File: config.mk
export PLATFORM = sky130hd
export DESIGN_NAME = weight_load_sequencer_flat
export DESIGN_NICKNAME = d
export VERILOG_FILES = /design/src/rtl/weight_load_sequencer_pkg.sv /design/src/rtl/weight_load_sequencer_if.sv /design/src/rtl/weight_load_sequencer.sv /design/src/flat_wrapper.sv
export SDC_FILE = /design/constraint.sdc
export NUM_CORES = 1
export LEC_CHECK = 0
export BUFFER_PORTS_ARGS = -buffer_cell sky130_fd_sc_hd__buf_4
export CORE_UTILIZATION = 46
export DETAILED_ROUTE_END_ITERATION = 8
export GPL_ROUTABILITY_DRIVEN = 0
export PLACE_DENSITY = 0.79
export SLEW_MARGIN = 20
export SYNTH_ARGS = -nofsm -noshare
export SYNTH_HDL_FRONTEND = slang
export SYNTH_SLANG_ARGS = --single-unit
File: constraint.sdc
create_clock -name clk -period 2.3 [get_ports clk]
set_input_delay 0.23 -clock clk [delete_from_list [all_inputs] [get_ports clk]]
set_output_delay 0.23 -clock clk [all_outputs]
set_load 0.1 [all_outputs]
File: src/rtl/weight_load_sequencer_pkg.sv
`default_nettype none
// ============================================================================
//  Module      : weight_load_pkg
//  Description : Shared types and constants for the weight load sequencer:
//                FSM state encoding, lane count and the lane indices of the
//                packed stream word {a_0,b_0,c_0,d_0,a_1,b_1,c_1,d_1}.
//  Revision    : 1.0 - initial release
// ============================================================================
package weight_load_pkg;

    typedef enum logic [1:0] {
        ST_IDLE  = 2'd0,
        ST_LOAD  = 2'd1,
        ST_READY = 2'd2,
        ST_SET   = 2'd3
    } state_e;

    localparam int LANES = 8;

    // Lane index within the packed word; lane 7 occupies the MSBs.
    localparam int LANE_A0 = 7;
    localparam int LANE_B0 = 6;
    localparam int LANE_C0 = 5;
    localparam int LANE_D0 = 4;
    localparam int LANE_A1 = 3;
    localparam int LANE_B1 = 2;
    localparam int LANE_C1 = 1;
    localparam int LANE_D1 = 0;

endpackage
`default_nettype wire

File: src/rtl/weight_load_sequencer_if.sv
`default_nettype none
// ============================================================================
//  Module      : weight_load_sequencer_if
//  Description : Valid/ready stream carrying one 8-lane weight-exponent word
//                from the weight buffer read port to the sequencer.
//  Revision    : 1.0 - initial release
// ============================================================================
interface weight_load_sequencer_if #(
    parameter int WEIGHT_WIDTH = 8
);
    import weight_load_pkg::*;

    logic                          s_valid_i;
    logic                          s_ready_o;
    logic [LANES*WEIGHT_WIDTH-1:0] s_data_i;

    modport master (
        output s_valid_i,
        output s_data_i,
        input  s_ready_o
    );

    modport slave (
        input  s_valid_i,
        input  s_data_i,
        output s_ready_o
    );

endinterface
`default_nettype wire

File: src/rtl/weight_load_sequencer.sv
`default_nettype none
// ============================================================================
//  Module      : weight_load_sequencer
//  Description : Head of the separate-sum-unit weight daisy chain. Shifts
//                exactly CHAIN_DEPTH stream words into the chain with
//                prepare_weight_o, then pulses set_weight_o on request so all
//                units latch their preloaded exponents.
//                Optional build macro WEIGHT_LOAD_ABORT_EN adds abort_i.
//  Revision    : 1.0 - initial release
// ============================================================================
module weight_load_sequencer
    import weight_load_pkg::*;
#(
    parameter int CHAIN_DEPTH  = 16,
    parameter int WEIGHT_WIDTH = 8,
    parameter int CNT_WIDTH    = 5
) (
    input  logic                    clk,
    input  logic                    rst,
`ifdef WEIGHT_LOAD_ABORT_EN
    input  logic                    abort_i,
`endif
    input  logic                    start_i,
    input  logic                    set_req_i,
    weight_load_sequencer_if.slave  s_if,
    output logic                    prepare_weight_o,
    output logic [WEIGHT_WIDTH-1:0] o_load_weight_data_a_0,
    output logic [WEIGHT_WIDTH-1:0] o_load_weight_data_b_0,
    output logic [WEIGHT_WIDTH-1:0] o_load_weight_data_c_0,
    output logic [WEIGHT_WIDTH-1:0] o_load_weight_data_d_0,
    output logic [WEIGHT_WIDTH-1:0] o_load_weight_data_a_1,
    output logic [WEIGHT_WIDTH-1:0] o_load_weight_data_b_1,
    output logic [WEIGHT_WIDTH-1:0] o_load_weight_data_c_1,
    output logic [WEIGHT_WIDTH-1:0] o_load_weight_data_d_1,
    output logic                    set_weight_o,
    output logic                    busy_o,
    output logic                    loaded_o
);

    localparam logic [CNT_WIDTH-1:0] DEPTH_CNT = CNT_WIDTH'(CHAIN_DEPTH);
    localparam logic [CNT_WIDTH-1:0] LAST_CNT  = CNT_WIDTH'(CHAIN_DEPTH - 1);

    state_e                                state_q, state_d;
    logic [CNT_WIDTH-1:0]                  cnt_q, cnt_d;
    logic                                  prepare_q;
    logic [LANES-1:0][WEIGHT_WIDTH-1:0]    data_q;
    logic                                  ready;
    logic                                  handshake;
    logic                                  abort_req;

`ifdef WEIGHT_LOAD_ABORT_EN
    assign abort_req = abort_i;
`else
    assign abort_req = 1'b0;
`endif

    // Ready depends only on state and count, never on s_valid_i.
    assign ready          = (state_q == ST_LOAD) && (cnt_q < DEPTH_CNT);
    assign s_if.s_ready_o = ready;
    assign handshake      = s_if.s_valid_i & ready;

    // State and load-counter registers.
    always_ff @(posedge clk or posedge rst) begin
        if (rst) begin
            state_q <= ST_IDLE;
            cnt_q   <= '0;
        end else begin
            state_q <= state_d;
            cnt_q   <= cnt_d;
        end
    end

    // Next-state logic; abort beats set_req, and in IDLE start is the only exit.
    always_comb begin
        state_d = state_q;
        cnt_d   = cnt_q;
        case (state_q)
            ST_IDLE: begin
                if (start_i) begin
                    state_d = ST_LOAD;
                    cnt_d   = '0;
                end
            end
            ST_LOAD: begin
                if (handshake) begin
                    cnt_d = cnt_q + 1'b1;
                    if (cnt_q == LAST_CNT) begin
                        state_d = ST_READY;
                    end
                end
                if (abort_req) begin
                    state_d = ST_IDLE;
                    cnt_d   = '0;
                end
            end
            ST_READY: begin
                if (abort_req) begin
                    state_d = ST_IDLE;
                    cnt_d   = '0;
                end else if (set_req_i) begin
                    state_d = ST_SET;
                end
            end
            ST_SET: begin
                state_d = ST_IDLE;
            end
            default: begin
                state_d = ST_IDLE;
                cnt_d   = '0;
            end
        endcase
    end

    // Chain head registers: capture on handshake, hold otherwise so the
    // downstream units see stable data while prepare_weight is low.
    always_ff @(posedge clk or posedge rst) begin
        if (rst) begin
            prepare_q <= 1'b0;
            data_q    <= '0;
        end else begin
            prepare_q <= handshake;
            if (handshake) begin
                data_q <= s_if.s_data_i;
            end
        end
    end

    assign prepare_weight_o       = prepare_q;
    assign o_load_weight_data_a_0 = data_q[LANE_A0];
    assign o_load_weight_data_b_0 = data_q[LANE_B0];
    assign o_load_weight_data_c_0 = data_q[LANE_C0];
    assign o_load_weight_data_d_0 = data_q[LANE_D0];
    assign o_load_weight_data_a_1 = data_q[LANE_A1];
    assign o_load_weight_data_b_1 = data_q[LANE_B1];
    assign o_load_weight_data_c_1 = data_q[LANE_C1];
    assign o_load_weight_data_d_1 = data_q[LANE_D1];

    assign set_weight_o = (state_q == ST_SET);
    assign busy_o       = (state_q != ST_IDLE);
    assign loaded_o     = (state_q == ST_READY);

endmodule
`default_nettype wire

File: src/flat_wrapper.sv
// flat-port wrapper written by rule: the top's interface ports become plain ports
module weight_load_sequencer_flat import weight_load_pkg::*;
#(
    parameter int CHAIN_DEPTH  = 16,
    parameter int WEIGHT_WIDTH = 8,
    parameter int CNT_WIDTH    = 5
)
  (clk, rst, start_i, set_req_i, prepare_weight_o, o_load_weight_data_a_0, o_load_weight_data_b_0, o_load_weight_data_c_0, o_load_weight_data_d_0, o_load_weight_data_a_1, o_load_weight_data_b_1, o_load_weight_data_c_1, o_load_weight_data_d_1, set_weight_o, busy_o, loaded_o, s_if_s_valid_i, s_if_s_data_i, s_if_s_ready_o);
  weight_load_sequencer_if #(.WEIGHT_WIDTH(WEIGHT_WIDTH)) s_if_i ();
  input  logic clk;
  input  logic rst;
  input  logic start_i;
  input  logic set_req_i;
  output logic prepare_weight_o;
  output logic [WEIGHT_WIDTH-1:0] o_load_weight_data_a_0;
  output logic [WEIGHT_WIDTH-1:0] o_load_weight_data_b_0;
  output logic [WEIGHT_WIDTH-1:0] o_load_weight_data_c_0;
  output logic [WEIGHT_WIDTH-1:0] o_load_weight_data_d_0;
  output logic [WEIGHT_WIDTH-1:0] o_load_weight_data_a_1;
  output logic [WEIGHT_WIDTH-1:0] o_load_weight_data_b_1;
  output logic [WEIGHT_WIDTH-1:0] o_load_weight_data_c_1;
  output logic [WEIGHT_WIDTH-1:0] o_load_weight_data_d_1;
  output logic set_weight_o;
  output logic busy_o;
  output logic loaded_o;
  input wire logic [$bits(s_if_i.s_valid_i)-1:0] s_if_s_valid_i;
  input wire logic [$bits(s_if_i.s_data_i)-1:0] s_if_s_data_i;
  output wire logic [$bits(s_if_i.s_ready_o)-1:0] s_if_s_ready_o;
  assign s_if_i.s_valid_i = s_if_s_valid_i;
  assign s_if_i.s_data_i = s_if_s_data_i;
  assign s_if_s_ready_o = s_if_i.s_ready_o;
  weight_load_sequencer #(.CHAIN_DEPTH(CHAIN_DEPTH), .WEIGHT_WIDTH(WEIGHT_WIDTH), .CNT_WIDTH(CNT_WIDTH)) u_core (.clk(clk), .rst(rst), .start_i(start_i), .set_req_i(set_req_i), .s_if(s_if_i), .prepare_weight_o(prepare_weight_o), .o_load_weight_data_a_0(o_load_weight_data_a_0), .o_load_weight_data_b_0(o_load_weight_data_b_0), .o_load_weight_data_c_0(o_load_weight_data_c_0), .o_load_weight_data_d_0(o_load_weight_data_d_0), .o_load_weight_data_a_1(o_load_weight_data_a_1), .o_load_weight_data_b_1(o_load_weight_data_b_1), .o_load_weight_data_c_1(o_load_weight_data_c_1), .o_load_weight_data_d_1(o_load_weight_data_d_1), .set_weight_o(set_weight_o), .busy_o(busy_o), .loaded_o(loaded_o));
endmodule
**After elaboration in Yosys (flattened, before gate mapping)**

Cells that the tools add are included.

- RAM bits: 0
- Logic and storage cells: 36
- Output and inout bits: 69
- Input port bits: 69
- Bits in latches: 0
- Register bits: 72
- ROM bits: 0
- Memories kept: 0

- Add/sub/neg operators: 1
- Multipliers: 0
- Equal/unequal tests: 8
- Bitwise gates (word level): 1
- Reductions and logical operators: 6
- Order comparisons: 1
- Divide/modulo/power cells: 0
- Multiplexer cells: 8
- Shift operators: 0

Operator list:

| cell | count |
|---|---|
| 5-bit two-way mux | 2 |
| 5-bit case mux with 2 select lines | 1 |
| 2-bit two-way mux | 4 |
| 2-bit case mux with 4 select lines | 1 |
| 2-bit inequality test, second input constant | 3 |
| 5-bit by 1-bit adder with 5-bit output, second input constant | 1 |
| 5-bit by 4-bit equality test with 1-bit output, second input constant | 1 |
| 5-bit < comparator, second input constant | 1 |
| 2-bit equality test, second input constant | 2 |
| 4-bit AND reduction | 1 |
| 2-bit nonzero test | 2 |
| 3-bit AND reduction | 1 |
| 2-bit by 1-bit equality test with 1-bit output, second input constant | 1 |
| 2-bit logical NOT | 1 |
| 2-bit by 1-bit inequality test with 1-bit output, second input constant | 1 |
| 1-bit AND | 1 |
| 1-bit logical AND | 1 |

**Depth between registers and ports, before layout**

Gate-level depths: netlist of the first run.

- Word-level depth: 5
- Mapped depth: 7
- Depth with buffers taken out: 6

**Worst setup path before layout of the first run**

Ideal clock, no wire load.

- Path type: register to output
- Start point: register u_core.state_q[1]
- End point: output port s_if_s_ready_o
- Required time: 2.070 ns
- Data arrival time: 2.042 ns
- Buffers on the path: 0
- Path slack: 0.028 ns
- Cell stages (with the launch flop): 5
- Cell sequence: dfrtp_1 -> inv_1 -> ha_1 -> inv_1 -> nor2_1

- Cells in the longest elaborated chain, start to end: 2

RTL lines:

| what | RTL line | source |
|---|---|---|
| start, declared | weight_load_sequencer.sv:43 | `state_e state_q, state_d;` |
| start signal, assigned | weight_load_sequencer.sv:68 | `state_q <= state_d;` |
| 2-bit by 1-bit equality test with 1-bit output | weight_load_sequencer.sv:58 | `assign ready = (state_q == ST_LOAD) && (cnt_q < DEPTH_CNT);` |
| 1-bit logical AND | weight_load_sequencer.sv:58 |  |
| end, declared | flat_wrapper.sv:28 | `output wire logic [$bits(s_if_i.s_ready_o)-1:0] s_if_s_ready_o;` |

No other way between the ends.

**Worst setup path after layout of the first run**

- Start point: register u_core.state_q[1]
- End point: register u_core.cnt_q[3]

- Cells in the longest elaborated chain, start to end: 5
- Elaborated cells on any way between the ends: 9
- Those cells by class: eq/ne (3); mux (1); bitwise (1); reduce/logical (4)

RTL lines:

| what | RTL line | source |
|---|---|---|
| 2-bit by 1-bit equality test with 1-bit output | weight_load_sequencer.sv:58, weight_load_sequencer.sv:77 |  |
| 1-bit logical AND | weight_load_sequencer.sv:58 |  |
| 1-bit AND | weight_load_sequencer.sv:60 | `assign handshake = s_if.s_valid_i & ready;` |
| 2-bit by 1-bit inequality test with 1-bit output (no source line) | -- |  |
| 3-bit AND reduction (no source line) | -- |  |
| end signal, assigned | weight_load_sequencer.sv:69 | `cnt_q <= cnt_d;` |
| end, declared | weight_load_sequencer.sv:44 | `logic [CNT_WIDTH-1:0] cnt_q, cnt_d;` |

Parallel ways exist; a longest one is shown, timed or not.
A chain may end at the register's enable or synchronous reset.

==> impl_metrics.json, run 1 <==
{
  "status": "finished clean",
  "fmax_ghz": 0.4959,
  "grt_max_degree": 35,
  "syn_inst": 184,
  "setup_slack_ps": 283.6,
  "syn_area_per_cell_um2": 15.78,
  "syn_area_mm2": 0.002903,
  "slew_headroom_pct": 68.02,
  "drtIter0Drc": 49,
  "hp-class": "in -> reg",
  "wl_met2_mm": 3.155,
  "worst_clock_skew_ps": 6.883,
  "antenna_found_initial": 0,
  "chipWidth_um": 81.44,
  "final_common_cell": "buf_4",
  "nFillCells": 440,
  "grt_pass1_wl_mm": 9.556,
  "critPathKind": "reg -> reg",
  "slowest_stage": "and3b_2",
  "routedWlPerCell_um": 15.46,
  "fin_nets": 405,
  "holdPathStages": 2,
  "cts_buffers": 9,
  "final_cell_mix": "140 x buf_4, 72 x dfrtp_1, 59 x mux2_2",
  "start_util_pct": 48.45,
  "synth.area.top_cells": "dfrtp_1 62%, mux2_2 23%, buf_6 3.1%, ha_1 2.6%, mux2_1 2.3%",
  "finalCritPeriodShare_pct": 87.67,
  "cts_sinks": 72,
  "portBuffers": 137,
  "cts_tree": "built",
  "top_layer_used": "met4",
  "cts_resized": 0,
  "cp-start-kind": "flop",
  "hold_viol": 0,
  "grt_overflow": 0,
  "cpLargestDelayFamily": "simple AND/OR/NAND/NOR gates",
  "clk-insertion-delay-late_ps": 330,
  "grt_setup_unrepaired": "no",
  "antenna_left": 0,
  "critical_path_depth": 6,
  "yosys.area.top_type": "dfrtp_1",
  "ir_drop_mv": 0.3822,
  "total_power_w": 0.002413,
  "wirelength_mm": 6.325,
  "worstRegToRegCells": 6,
  "period_needed_ps": 2016,
  "crit_path_end_kind": "flop",
  "grt_pass1_vias": 2073,
  "path_max_fanout": 16,
  "drv_slew": 0,
  "area_delta_synth_final_pct": 45.04,
  "vias": 1988,
  "yosysSeqAreaShare_pct": 62.07,
  "drive_above_1_share_pct": 64.97,
  "final-setup-viol-count": 0,
  "diodes": 0,
  "crit_start": "u_core.state_q[1]",
  "hpwl_mm": 4.791,
  "p_per_area_mw_per_mm2": 573.2,
  "timing.setup.tns_ps": 0,
  "cp_slowest_stage_delay_ps": 450,
  "synth_nets": 259,
  "hp-start": "s_if_s_data_i[21]",
  "crit_chain": "inv_1 -> ha_1 -> and3b_2 -> buf_4 -> o21a_1 -> o221ai_1",
  "dr.pass1.iters": 5,
  "required_ps": 2500,
  "rows": 28,
  "rr_startpoint": "u_core.state_q[1]",
  "cts-root-buf": "clkbuf_8",
  "ys_types": 22,
  "wl_met1_mm": 2.443,
  "yosys_warnings": 0,
  "htreeDepth": 3,
  "crit_arrival_ps": 2210,
  "cts_max_path_buffers": 2,
  "die_h_um": 81.44,
  "synth_top_area_share_pct": 62.07,
  "dp_slack_ps": 265.7,
  "fp.coreArea_mm2": 0.005991,
  "tightest_slew_ps": 479.1,
  "viasPerCell": 4.861,
  "dieArea_mm2": 0.006632,
  "met3WireLength_um": 593,
  "drc_errors": 0,
  "p_leak_nw": 2.351,
  "io_pins": 138,
  "reg2reg_slack_ps": 280,
  "ys_ff_latch": 72,
  "clkTransAtPathRegs_ps": 70,
  "path_buf_inv": 2,
  "grtUsageTotal_pct": 19.82,
  "maxCapViolCount": 0
}
## per-layer routing
metal / GRT usage (%) / vias to the layer above
li1: - / 936
met3: 6.889 / 15
met1: 22.47 / 944
met4: 9.821 / 0
met5: 0 / -
met2: 33.17 / 93
## registers in the layout, indices dropped and copies added (netlist names)
| register | flops |
|---|---|
| u_core.o_load_weight_data_d_1 | 8 |
| u_core.o_load_weight_data_a_1 | 8 |
| u_core.o_load_weight_data_d_0 | 8 |
| u_core.o_load_weight_data_b_1 | 8 |
| u_core.o_load_weight_data_c_0 | 8 |
| u_core.o_load_weight_data_b_0 | 8 |
| u_core.o_load_weight_data_a_0 | 8 |
| u_core.o_load_weight_data_c_1 | 8 |
| u_core.state_q | 2 |
| u_core.cnt_q | 5 |
| u_core.prepare_weight_o | 1 |
## power breakdown
| part | internal (W) | switching [W] | leakage (nW) |
|---|---|---|---|
| logic | 0.0000782 | 0.0000397 | 1.26 |
| clock network | 0.000602 | 0.000428 | 0.103 |
| registers | 0.00127 | 0 | 0.986 |
| total | 0.00195 | 0.000467 | 2.35 |
## final cells by class
type / instances / area [um2] / share of cell area [%]
tap: 75 / 93.84 / 2.229
timing repair buffer: 143 / 1101 / 26.15
clock buffer: 11 / 131.4 / 3.120
sequential: 72 / 1802 / 42.79
inverter: 9 / 33.78 / 0.8024
multi-input combinational: 95 / 978.4 / 23.24
clock inverter: 4 / 70.07 / 1.664
## final timing paths
| kind | end |
|---|---|
| hold / removal | u_core.o_load_weight_data_b_1[5] |
| max in group asynchronous | u_core.o_load_weight_data_d_0[7] |
| setup reg to reg | u_core.cnt_q[3] |
| setup / recovery | u_core.cnt_q[3] |
| min in group asynchronous | u_core.o_load_weight_data_b_0[5] |
| hold reg to reg | u_core.o_load_weight_data_d_1[7] |
## through the flow
stage | instance area, um2 | utilization [%] | instances | hold slack (ps)
after floorplan | 2903 | - | 184 | 364.7
after global placement | 3999 | 66.75 | 393 | 287.0
after detailed placement | 3999 | 66.75 | 393 | 286.6
after CTS | 4210 | 70.28 | 409 | 97.46
after global routing | 4210 | 70.28 | 409 | 101.5
final | 4210 | 70.28 | 409 | 109.7
## cells in the mapped netlist, drive strengths merged
| master | number |
|---|---|
| mux2i | 2 |
| and3b | 2 |
| nand3 | 1 |
| mux2 | 65 |
| nand4b | 1 |
| nand2 | 1 |
| o221ai | 2 |
| inv | 9 |
| o221a | 1 |
| o2bb2ai | 1 |
| nand4 | 1 |
| o2111ai | 1 |
| buf | 8 |
| ha | 6 |
| and3 | 2 |
| nor2b | 2 |
| dfrtp | 72 |
| nand2b | 2 |
| o21a | 1 |
| o21ai | 2 |
| nor2 | 2 |
## logic make-up (layout without fill, tap and decap cells)
| kind of cell | count (synthesis) | after routing | share of synthesized area (%) |
|---|---|---|---|
| flip-flops | 72 | 72 | 62.07 |
| multiplexers | 67 | 67 | 25.91 |
| buffers and inverters | 17 | 167 | 4.267 |
| AND/OR/NAND/NOR | 14 | 14 | 2.974 |
| AO/OA/AOI/OAI | 8 | 8 | 2.199 |
| adder cells (fa/ha/maj) | 6 | 6 | 2.586 |
## repair_timing
item,CTS,global route
setup buffers,0,0
hold endpoints to repair,20,0
hold buffers,1,0
Note: power is estimated with default switching activity, not from simulation.
==> run 2: changes to the inputs <==
--- a/config.mk
+++ b/config.mk
@@ -6,10 +6,12 @@
 export NUM_CORES = 1
 export LEC_CHECK = 0
 export BUFFER_PORTS_ARGS = -buffer_cell sky130_fd_sc_hd__buf_4
-export CORE_UTILIZATION = 46
+export CELL_PAD_IN_SITES_DETAIL_PLACEMENT = 0
+export CELL_PAD_IN_SITES_GLOBAL_PLACEMENT = 2
+export CORE_UTILIZATION = 29
 export DETAILED_ROUTE_END_ITERATION = 8
 export GPL_ROUTABILITY_DRIVEN = 0
-export PLACE_DENSITY = 0.79
+export PLACE_DENSITY_LB_ADDON = 0.1
 export SLEW_MARGIN = 20
 export SYNTH_ARGS = -nofsm -noshare
 export SYNTH_HDL_FRONTEND = slang
==> run 2 against run 1 <==
  * Register-to-register slack better by 160 ps
  * Final cell count up 14%
  * Die area up 57%
  * Clock power up 6%
  * Critical path type is now reg -> out
  * Highest routed layer unchanged
==> impl_metrics.json, run 2 (same netlist as run 1, synthesis figures left out) <==
{
  "drv_slew": 0,
  "grt_setup_unrepaired": "no",
  "fp.coreArea_mm2": 0.009729,
  "drc_errors": 0,
  "final_cell_mix": "137 x buf_4, 72 x dfrtp_1, 59 x mux2_2",
  "wirelength_mm": 6.426,
  "maxCapViolCount": 0,
  "cts_tree": "built",
  "start_util_pct": 29.84,
  "cts-root-buf": "clkbuf_8",
  "hold_path_end": "u_core.o_load_weight_data_b_1[3]",
  "portBuffers": 137,
  "vias": 1978,
  "timing.setup.tns_ps": 0,
  "drive_above_1_share_pct": 65.47,
  "chipWidth_um": 102.0,
  "reg2reg_to": "u_core.o_load_weight_data_a_0[7]",
  "power_switching_w": 0.0005171,
  "p_per_area_mw_per_mm2": 574.8,
  "slew_headroom_pct": 57.57,
  "path_common_cell": "inv_1",
  "pwr-share-seq_pct": 51.2,
  "holdPathStages": 2,
  "cts_sinks": 72,
  "grt_pass1_vias": 1973,
  "status": "finished clean",
  "rr_startpoint": "u_core.state_q[1]",
  "fmax_ghz": 0.5251,
  "grt_pass1_wl_mm": 9.880,
  "crit_path_end_kind": "output port",
  "period_needed_ps": 1904,
  "ir_drop_mv": 0.2308,
  "clkTransAtPathRegs_ps": 80,
  "multiInputGateArea_um2": 978.4,
  "crit_arrival_ps": 1670,
  "post_cts_buffers": 0,
  "cp-start-kind": "flop",
  "drtIter0Drc": 28,
  "p_leak_nw": 2.354,
  "dr.pass1.iters": 4,
  "total_power_w": 0.002471,
  "hpwl_mm": 4.618,
  "viasPerCell": 4.245,
  "tightest_slew_ps": 635.5,
  "dieArea_mm2": 0.01041,
  "die_h_um": 102.0,
  "io_pins": 138,
  "grtUsageTotal_pct": 12.74,
  "nFillCells": 955,
  "clk-insertion-delay-late_ps": 340,
  "path_max_fanout": 8,
  "seqCellArea_mm2": 0.001802,
  "area_delta_synth_final_pct": 48.10,
  "p_comb_share_pct": 4.7,
  "hp-class": "in -> reg",
  "internal_power_w": 0.001954,
  "reg2reg_slack_ps": 440,
  "hp-start": "s_if_s_data_i[19]",
  "rows": 36,
  "antenna_left": 0,
  "crit_chain": "inv_1 -> ha_1 -> inv_1 -> nor2_1 -> buf_4",
  "hold_viol": 0,
  "finalCritPeriodShare_pct": 82.80,
  "routedWlPerCell_um": 13.79,
  "power.share.clock_pct": 44.1,
  "grt_max_degree": 45,
  "htreeDepth": 3,
  "slowest_stage": "dfrtp_1",
  "fin_nets": 403,
  "worstRegToRegCells": 5,
  "required_ps": 2070,
  "antenna_found_initial": 0,
  "cp_slowest_stage_delay_ps": 420,
  "diodes": 0,
  "swShare_pct": 20.93,
  "final-setup-viol-count": 0,
  "grt_overflow": 0,
  "worst_clock_skew_ps": 5.430,
  "cts_max_path_buffers": 2,
  "final_common_cell": "buf_4",
  "critPathKind": "reg -> out",
  "cts_buffers": 9
}
[run 2: cell count changes in the layout (fill, tap and decap cells not counted), sizes merged]
cell | before | now
clkinv | 2 | 5
clkbuf | 11 | 9
buf | 142 | 140
[run 2: routing by layer]
| metal | track usage [%] | up-vias | routed length, um |
|---|---|---|---|
| met5 | 0 | - | 0 |
| met1 | 16.35 | 960 | 2843 |
| met2 | 19.67 | 74 | 3048 |
| met4 | 6.923 | 0 | 93 |
| met3 | 3.283 | 7 | 440 |
| li1 | - | 937 | - |
[run 2: metrics by stage]
stage	area [um2]	hold slack, ps	setup slack (ps)	util (%)	std cells
floorplan	2903	364.7	28.37	-	184
global placement	4069	379.1	469.1	41.82	449
detailed placement	4069	366.1	432.4	41.82	449
CTS	4299	89.57	360.1	44.19	466
global route	4299	92.40	243.9	44.19	466
finish	4299	111.8	395.5	44.19	466
[run 2: how the worst max path moves through the flow]
stage	slack, ps	depth (start not counted)	startpoint	to
floorplan	30	4	u_core.state_q[1]	s_if_s_ready_o
global placement	470	6	u_core.state_q[1]	u_core.cnt_q[3]
detailed placement	430	5	u_core.state_q[1]	u_core.o_load_weight_data_a_0[7]
CTS	360	5	u_core.state_q[1]	s_if_s_ready_o
global route	240	5	u_core.state_q[1]	s_if_s_ready_o
finish	400	5	u_core.state_q[1]	s_if_s_ready_o
[run 2: critical path, delay by kind of cell (launching register included)]
kind / cells / cell delay [ps]
flops: 1 / 420
fa+ha+maj: 1 / 300
buf+inv: 3 / 510
simple gates: 1 / 100
[run 2: layout make-up]
class                      count  area share (%)
sequential                    72           41.91
timing repair buffer         141           25.55
multi-input combinational     95           22.76
tap                          133           3.871
clock buffer                   9           2.881
clock inverter                 7           2.241
inverter                       9          0.7858
[run 2: power groups by stage]
stage                     logic (W)  clock network [W]  registers (W)
after floorplan           0.0000196                  0        0.00129
after global placement     0.000118                  0        0.00129
after detailed placement   0.000118                  0        0.00129
after CTS                  0.000119            0.00115        0.00126
after global routing       0.000129            0.00119        0.00126
final                      0.000116            0.00109        0.00126
[run 2: what timing repair did]
action	4_1_cts	5_1_grt
hold buffers	1	0
endpoints found under the hold margin	28	0
gates resized for setup	0	0
